### src/rtl/agg_pkg.sv
// Shared definitions for the aggregation engine.
//   - Default lane count and element/accumulator widths.
//   - Default PFT/adjacency address widths and the sample-count width.
//   - FSM state encoding.
//   - Position of the last-neighbour flag in an adjacency entry.
package agg_pkg;

  localparam int unsigned DefLanes    = 16;
  localparam int unsigned DefDataW    = 16;
  localparam int unsigned DefAccW     = 32;
  localparam int unsigned DefPftAddrW = 10;
  localparam int unsigned DefAdjAddrW = 13;
  localparam int unsigned NSampleW    = 13;

  typedef enum logic [2:0] {
    StIdle = 3'd0,
    StAdj  = 3'd1,
    StPft  = 3'd2,
    StAcc  = 3'd3,
    StEmit = 3'd4
  } agg_state_e;

  // An adjacency entry is {last, pft_row}; the flag sits just above the row index.
  function automatic int unsigned adj_last_bit(int unsigned pft_addr_w);
    return pft_addr_w;
  endfunction

endpackage

### src/rtl/agg_sat_add.sv
// Single-lane signed saturating adder.
//   acc_i  : signed ACC_W running sum
//   data_i : signed DATA_W addend, sign-extended to ACC_W
//   sum_o  : acc_i + data_i clamped to the signed ACC_W range
// Requires ACC_W >= DATA_W.
module agg_sat_add
  import agg_pkg::*;
#(
  parameter int unsigned DATA_W = DefDataW,
  parameter int unsigned ACC_W  = DefAccW
) (
  input  logic [ACC_W-1:0]  acc_i,
  input  logic [DATA_W-1:0] data_i,
  output logic [ACC_W-1:0]  sum_o
);

  logic signed [ACC_W:0] acc_ext;
  logic signed [ACC_W:0] data_ext;
  logic signed [ACC_W:0] sum_wide;

  // One guard bit is enough: both operands fit in ACC_W signed bits.
  assign acc_ext  = $signed({acc_i[ACC_W-1], acc_i});
  assign data_ext = $signed({{(ACC_W + 1 - DATA_W){data_i[DATA_W-1]}}, data_i});
  assign sum_wide = acc_ext + data_ext;

  always_comb begin
    sum_o = sum_wide[ACC_W-1:0];
    // Guard bit disagreeing with the sign bit means the true sum left the range.
    if (sum_wide[ACC_W] != sum_wide[ACC_W-1]) begin
      if (!sum_wide[ACC_W]) begin
        sum_o = {1'b0, {(ACC_W - 1){1'b1}}};
      end else begin
        sum_o = {1'b1, {(ACC_W - 1){1'b0}}};
      end
    end
  end

endmodule

### src/rtl/aggregation_engine.sv
// Neighbour aggregation engine.
// On an accepted start it walks the adjacency list from address 0; for each sample it
// sums the PFT rows of that sample's neighbours lane by lane with saturation, then
// presents the vector on out_data and pulses aggregation_done for one cycle.
// Ports:
//   clk, rst           : clock, synchronous active-high reset
//   start_aggregation  : start pulse (ignored while busy)
//   N_SAMPLE           : number of samples, latched on accepted start
//   adj_ren/adj_raddr  : adjacency read port, adj_rdata valid one cycle later
//   adj_rdata          : {last flag, neighbour PFT row}
//   pft_ren/pft_raddr  : PFT read port, pft_rdata valid one cycle later
//   pft_rdata          : LANES signed DATA_W elements, lane 0 in LSBs
//   out_data           : accumulator, LANES signed ACC_W lanes
//   aggregation_done   : one pulse per completed sample
//   busy               : engine not idle
module aggregation_engine
  import agg_pkg::*;
#(
  parameter int unsigned LANES      = DefLanes,
  parameter int unsigned DATA_W     = DefDataW,
  parameter int unsigned ACC_W      = DefAccW,
  parameter int unsigned PFT_ADDR_W = DefPftAddrW,
  parameter int unsigned ADJ_ADDR_W = DefAdjAddrW
) (
  input  logic                      clk,
  input  logic                      rst,
  input  logic                      start_aggregation,
  input  logic [NSampleW-1:0]       N_SAMPLE,
  output logic                      adj_ren,
  output logic [ADJ_ADDR_W-1:0]     adj_raddr,
  input  logic [PFT_ADDR_W:0]       adj_rdata,
  output logic                      pft_ren,
  output logic [PFT_ADDR_W-1:0]     pft_raddr,
  input  logic [LANES*DATA_W-1:0]   pft_rdata,
  output logic [LANES*ACC_W-1:0]    out_data,
  output logic                      aggregation_done,
  output logic                      busy
);

  localparam int unsigned LastBit = adj_last_bit(PFT_ADDR_W);

  agg_state_e                state_q, state_d;
  logic [LANES*ACC_W-1:0]    acc_q, acc_d;
  logic [LANES*ACC_W-1:0]    acc_sum;
  logic [ADJ_ADDR_W-1:0]     adj_ptr_q, adj_ptr_d;
  logic [NSampleW-1:0]       sample_cnt_q, sample_cnt_d;
  logic [NSampleW-1:0]       n_q, n_d;
  logic                      last_q, last_d;

  for (genvar i = 0; i < LANES; i++) begin : g_lane
    agg_sat_add #(
      .DATA_W(DATA_W),
      .ACC_W (ACC_W)
    ) u_sat_add (
      .acc_i (acc_q[i*ACC_W +: ACC_W]),
      .data_i(pft_rdata[i*DATA_W +: DATA_W]),
      .sum_o (acc_sum[i*ACC_W +: ACC_W])
    );
  end

  always_ff @(posedge clk) begin
    if (rst) begin
      state_q      <= StIdle;
      acc_q        <= '0;
      adj_ptr_q    <= '0;
      sample_cnt_q <= '0;
      n_q          <= '0;
      last_q       <= 1'b0;
    end else begin
      state_q      <= state_d;
      acc_q        <= acc_d;
      adj_ptr_q    <= adj_ptr_d;
      sample_cnt_q <= sample_cnt_d;
      n_q          <= n_d;
      last_q       <= last_d;
    end
  end

  always_comb begin
    state_d      = state_q;
    acc_d        = acc_q;
    adj_ptr_d    = adj_ptr_q;
    sample_cnt_d = sample_cnt_q;
    n_d          = n_q;
    last_d       = last_q;

    unique case (state_q)
      StIdle: begin
        if (start_aggregation) begin
          n_d          = N_SAMPLE;
          adj_ptr_d    = '0;
          sample_cnt_d = '0;
          acc_d        = '0;
          // A zero-sample request is accepted but does no work.
          if (N_SAMPLE != '0) begin
            state_d = StAdj;
          end
        end
      end
      StAdj: begin
        state_d = StPft;
      end
      StPft: begin
        last_d  = adj_rdata[LastBit];
        state_d = StAcc;
      end
      StAcc: begin
        acc_d     = acc_sum;
        adj_ptr_d = adj_ptr_q + ADJ_ADDR_W'(1);
        state_d   = last_q ? StEmit : StAdj;
      end
      StEmit: begin
        acc_d = '0;
        if (sample_cnt_q == n_q - NSampleW'(1)) begin
          sample_cnt_d = '0;
          state_d      = StIdle;
        end else begin
          sample_cnt_d = sample_cnt_q + NSampleW'(1);
          state_d      = StAdj;
        end
      end
      default: begin
        state_d = StIdle;
      end
    endcase
  end

  // Moore outputs. Addresses are forced to zero outside their read cycle.
  always_comb begin
    adj_ren          = (state_q == StAdj);
    adj_raddr        = (state_q == StAdj) ? adj_ptr_q : '0;
    pft_ren          = (state_q == StPft);
    // Row index passes straight from the adjacency read data to the PFT address.
    pft_raddr        = (state_q == StPft) ? adj_rdata[PFT_ADDR_W-1:0] : '0;
    aggregation_done = (state_q == StEmit);
    busy             = (state_q != StIdle);
    // acc_q is stable through EMIT; it only clears at the end of that cycle.
    out_data         = acc_q;
  end

endmodule

### config.mk
export PLATFORM = sky130hd
export DESIGN_NAME = aggregation_engine
export DESIGN_NICKNAME = d
export VERILOG_FILES = /design/src/rtl/agg_pkg.sv /design/src/rtl/agg_sat_add.sv /design/src/rtl/aggregation_engine.sv
export SDC_FILE = /design/constraint.sdc
export NUM_CORES = 2
export LEC_CHECK = 0
export BUFFER_PORTS_ARGS = -buffer_cell sky130_fd_sc_hd__buf_2
export CAP_MARGIN = 20
export CORE_ASPECT_RATIO = 1.2
export CORE_MARGIN = 2
export CORE_UTILIZATION = 40
export DETAILED_ROUTE_END_ITERATION = 10
export PLACE_DENSITY = 0.62
export SYNTH_ARGS = -nofsm -noshare
export SYNTH_HDL_FRONTEND = slang
export SYNTH_SLANG_ARGS = --single-unit
### constraint.sdc
create_clock -name clk -period 5.2 [get_ports clk]
set_clock_uncertainty 0.15 [all_clocks]
set_input_delay 0.52 -clock clk [delete_from_list [all_inputs] [get_ports clk]]
set_output_delay 0.52 -clock clk [all_outputs]
set_load 0.02 [all_outputs]
Word level (Yosys, flattened, before mapping)
Index checks and enable logic that the tools add are counted.

word-level totals
  register bits after elaboration = 555
  input port bits = 283
  output and inout bits = 539

operators by class
  add/sub/neg operators = 19
  mux-type cells = 45
  eq/ne operators = 23
  reductions and logical operators = 11

operators by type and width
  operator                                            count
  case mux 512 bit (3 select lines)                   1
  2-to-1 mux 32 bit                                   32
  adder 32 x 16 -> 33 bit                             16
  2-to-1 mux 512 bit                                  1
  case mux 13 bit (2 select lines)                    2
  2-to-1 mux 13 bit                                   3
  adder 13 x 1 -> 13 bit, second input constant       2
  inequality test 1 bit                               16
  case mux 3 bit (5 select lines)                     1
  == test 13 bit                                      1
  nonzero test 13 bit                                 1
  subtractor 13 x 1 -> 13 bit, second input constant  1
  2-to-1 mux 10 bit                                   1
  AND reduction 2 bit                                 5
  2-to-1 mux 3 bit                                    3
  == test 3 x 2 -> 1 bit, second input constant       2
  nonzero test 3 bit                                  2
  inequality test 2 bit, second input constant        2
  nonzero test 2 bit                                  2
  == test 3 x 1 -> 1 bit, second input constant       1
  == test 3 bit, second input constant                1
  zero test 3 bit                                     1
  2-to-1 mux 1 bit                                    1

Logic depth before layout (Yosys ltp)
  word-level depth = 4
  depth in mapped cells = 20
  gate-level depth less buffers = 19

By module
Synthesis repeated with hierarchy kept, for this count alone.

second synthesis, totals
  cell total of the unflattened synthesis = 6327
  area total of the unflattened synthesis = 52779.4 sq um

modules (own cells, without submodules)
  module                                  times used  cells each  area an instance (sq um)
  aggregation_engine                      1           1476        17773.3
  agg_sat_add (g_lane[10].u_sat_add ...)  7           312         2249.7
  agg_sat_add (g_lane[2].u_sat_add ...)   6           297         2177.1
  agg_sat_add (g_lane[4].u_sat_add ...)   2           293         2025.7
  agg_sat_add (g_lane[0].u_sat_add)       1           299         2144.6

Least setup slack after synthesis
No wires, ideal clock.

  path kind = input to register
  from = input pft_rdata[195]
  to = register acc_q[384] (netlist: out_data[384])
  data arrival time = 4.281 ns
  stages = 19
  buffers on the path = 1
  setup slack = 0.698 ns
  cell sequence = ha_1 -> o21ai_1 -> inv_1 -> a2111oi_4 -> o41ai_2 -> a221oi_4 -> o31ai_2 -> and3_4 -> or4_4 -> a31o_1 -> a21oi_2 -> xnor2_1 -> ha_1 -> nand2_1 -> nand2_1 -> a31oi_1 -> clkbuf_1 -> o21ai_0 -> a21oi_1

between the ends
  cells in the longest elaborated chain, start to end = 4
  elaborated cells between the ends (all ways) = 5

RTL lines
  what                                                        line                                  source
  start: declaration                                          aggregation_engine.sv:34              input logic [LANES*DATA_W-1:0] pft_rdata,
  adder 32 x 16 -> 33 bit *                                   agg_sat_add.sv:24                     assign sum_wide = acc_ext + data_ext;
  2-to-1 mux 32 bit or inequality test 1 bit (tied branches)  agg_sat_add.sv:30, agg_sat_add.sv:29
  2-to-1 mux 32 bit *                                         agg_sat_add.sv:29                     if (sum_wide[ACC_W] != sum_wide[ACC_W-1]) begin
  case mux 512 bit (3 select lines) *                         aggregation_engine.sv:87              unique case (state_q)
  end signal: assignment                                      aggregation_engine.sv:64              acc_q <= '0;
  end signal: assignment                                      aggregation_engine.sv:71              acc_q <= acc_d;
  end: declaration                                            aggregation_engine.sv:43              logic [LANES*ACC_W-1:0] acc_q, acc_d;

Mark *: on every way between the ends. The rest lies on a longest branch, timed or not.
A chain may end at the register's enable or synchronous reset.

Final worst setup path
  from = register acc_q[289] (netlist: out_data[289])
  to = register acc_q[317] (netlist: out_data[317])

between the ends
  cells in the longest elaborated chain, start to end = 4
  elaborated cells between the ends (all ways) = 5

RTL lines
  what                                                        line
  adder 32 x 16 -> 33 bit *                                   agg_sat_add.sv:24
  2-to-1 mux 32 bit or inequality test 1 bit (tied branches)  agg_sat_add.sv:30, agg_sat_add.sv:29
  2-to-1 mux 32 bit *                                         agg_sat_add.sv:29
  case mux 512 bit (3 select lines) *                         aggregation_engine.sv:87

Marked as above.

==> impl_metrics.toml <==
[grt]
grt_max_degree = 170
antenna_found_initial = 19
grtUsageTotal_pct = 25.2
grt_pass1_wl_um = 241000
grt_pass1_vias = 44316
overflow = 0

[die]
ios = 822
fp.dieW_um = 312
core-area_mm2 = 0.113
start_util_pct = 40.4
rows = 135
die_area_mm2 = 0.117
chipHeight_um = 374

[cts]
htreeDepth = 3
cts_tree = "done"
insertion_delay_ps = 670
clock-sinks = 555
clk_pin_slew_worst_paths_ps = 60
cts_root_buffer = "clkbuf_16"
clockBufferDepth = 3
post_cts_buffers = 0
cts_buffers = 71

[critical_path]
criticalPathCategory = "reg2reg"
ff2ff_setup_slack_ps = 480
crit_required_ps = 5580
critPathLaunchType = "register"
critPathArrivalTime_ps = 5100
cp-startpoint = "out_data[289]"
cp-end-kind = "register"
critical_path.max_fanout = 14
r2r_start = "out_data[289]"

[routing]
drt-total-wl_um = 153000
post_drt_wl_per_cell_um = 18.3
ant_nets = 0
vias_per_cell = 5.51
dr.pass1.iters = 6
via_count = 46047
drc_errors = 0
drt_iter0_drc = 2256

[synth]
synth_cell_types = 96
ys_seq_elements = 555
synthCells = 6048
synth_top_area_share_pct = 24.4
synth_nets = 6892
yosys-top-cells-count = "a21oi_1 (776), nand2_1 (768), dfxtp_1 (555), ha_1 (545), nor2_1 (431)"
ys_seq_area_share_pct = 24.4
postSynth.asyncResetShare_pct = 0
synth.most_common_cell = "a21oi_1"
ys_warn_count = 0
syn_area_mm2 = 0.0455
synth_edf_count = 0
ys.flop_type = "dfxtp_1"
avgSynthCellArea_um2 = 7.53
synthTopCellsByArea = "dfxtp_1 (24%), ha_1 (15%), a21oi_1 (8.5%), nand2_1 (6.3%), xnor2_1 (6.1%)"
yosys.area.top_type = "dfxtp_1"

[sta]
worstMarginPinSlew_ps = 978
fin_crit_ps = 4720
setup_viol = 0
tns_ps = 0
final_hold_viol_count = 0
maxSlewViolCount = 0
fmax_mhz = 212
max_slew_margin_pct = 34.8
rsz0062_at_grt = "no"
finalCritPeriodShare_pct = 90.7

[layout]
nFillCells = 11509
final_util_pct = 47.6
area_growth_pct = 18.1
multi_input_area_mm2 = 0.0329
regArea_mm2 = 0.0111
final_net_count = 7633
drive_gt1_share_pct = 15.6

[placed_design]
io_buffer_count = 821
place.gp.congestion = 0.933
dp_hpwl_um = 116000

[outcome]
status = "finished, final reports clean"

[power_and_ir_drop]
power.density_mw_per_mm2 = 244
p_leak_nw = 26.1
peakVddDrop_mv = 0.209

[hold_path]
holdCritPathClass = "in2reg"
worstHoldStart = "pft_rdata[240]"

[job]
maxCapViolations = 0
[cells by family after synthesis]
family | after synthesis | synth area share, %
AOI/OAI and AO/OA | 2272 | 29.8
xor gates and xnor gates | 474 | 9.12
adders and majority gates | 561 | 15.7
buffers and inverters | 406 | 3.44
DFF | 555 | 24.4
muxes | 4 | 0.0934
and+or+nand+nor | 1776 | 17.5
[cell type report]
| cell class | instances | share of cell area [%] |
|---|---|---|
| inverter | 172 | 1.20 |
| sequential | 555 | 20.7 |
| clock buffer | 101 | 3.92 |
| clock inverter | 23 | 0.393 |
| tap | 1507 | 3.51 |
| timing repair buffer | 902 | 9.03 |
| multi-input combinational | 5087 | 61.2 |
| antenna | 9 | 0.0419 |
[worst paths after layout]
path / endpoint / cells past startpoint
worst min register to register: out_data[364] / 2
worst min-delay path: out_data[480] / 4
worst max-delay path: out_data[317] / 16
worst max register to register: out_data[317] / 16
[per-stage QoR]
| step | setup slack [ps] | hold WS (ps) | total power, mW | area, µm² | instances |
|---|---|---|---|---|---|
| 6_report | 484 | 72.8 | 13.1 | 53800 | 8356 |
| 5_1_grt | 144 | 75.4 | 13.8 | 53700 | 8354 |
| 4_1_cts | 439 | 15.0 | 13.3 | 53700 | 8347 |
| 3_5_place_dp | 133 | 308 | 8.17 | 51300 | 8208 |
| 3_3_place_gp | 248 | 298 | 8.14 | 51300 | 8208 |
| 2_1_floorplan | 698 | 297 | 7.09 | 45500 | 6048 |
[cells in the final DEF (no fill, tap or decap), types with 15 or more instances in the layout]
master / n
a211oi_1: 37
a21o_1: 285
a21oi_1: 772
a31oi_1: 54
and2_1: 49
and3_1: 33
buf_2: 820
buf_4: 59
clkbuf_16: 75
dfxtp_1: 555
dlygate4sd3_1: 15
fa_1: 16
ha_1: 545
inv_1: 169
nand2_1: 768
nand2b_1: 80
nand3_1: 91
nand4_1: 54
nor2_1: 430
nor2b_1: 63
nor3_1: 108
o211ai_1: 25
o21a_1: 76
o21ai_0: 348
o21ai_1: 388
o21bai_1: 68
or3_1: 29
xnor2_1: 316
xor2_1: 157
[power by group]
group          switching, mW  internal (mW)  leakage [nW]
clock network           2.06           2.96          1.15
logic                   2.27           1.27          20.4
registers              0.151           4.41          4.48
[registers in the layout, summed over array words and instances (netlist names)]
name and cells:
adj_ptr_q 13, state_q 3, n_q 13, out_data 512, sample_cnt_q 13, last_q 1
[what timing repair did]
item,4_1_cts,5_1_grt
endpoints found under the hold margin,15,0
endpoints found under the setup margin,0,0
hold buffers,15,0
resized for setup,0,0
[metal layers]
layer / routed length, µm / track usage [%]
met1: 62700 / 29.3
met2: 72800 / 43.3
met3: 9600 / 5.87
met4: 7430 / 12.2
met5: 133 / 0
[worst max-delay path: stages (launching register included)]
cell and delay, ps:
dfxtp_1 390, ha_1 250, a21o_1 170, a21oi_1 230, nand2b_1 140, a21boi_1 110
a211o_1 360, o221a_2 290, a31o_2 240, a2111oi_2 440, o31ai_1 130, a21oi_1 260
xnor2_1 110, ha_1 480, or3_1 410, o32a_1 290, o311a_1 130
Note: power is estimated with default switching activity, not from simulation.
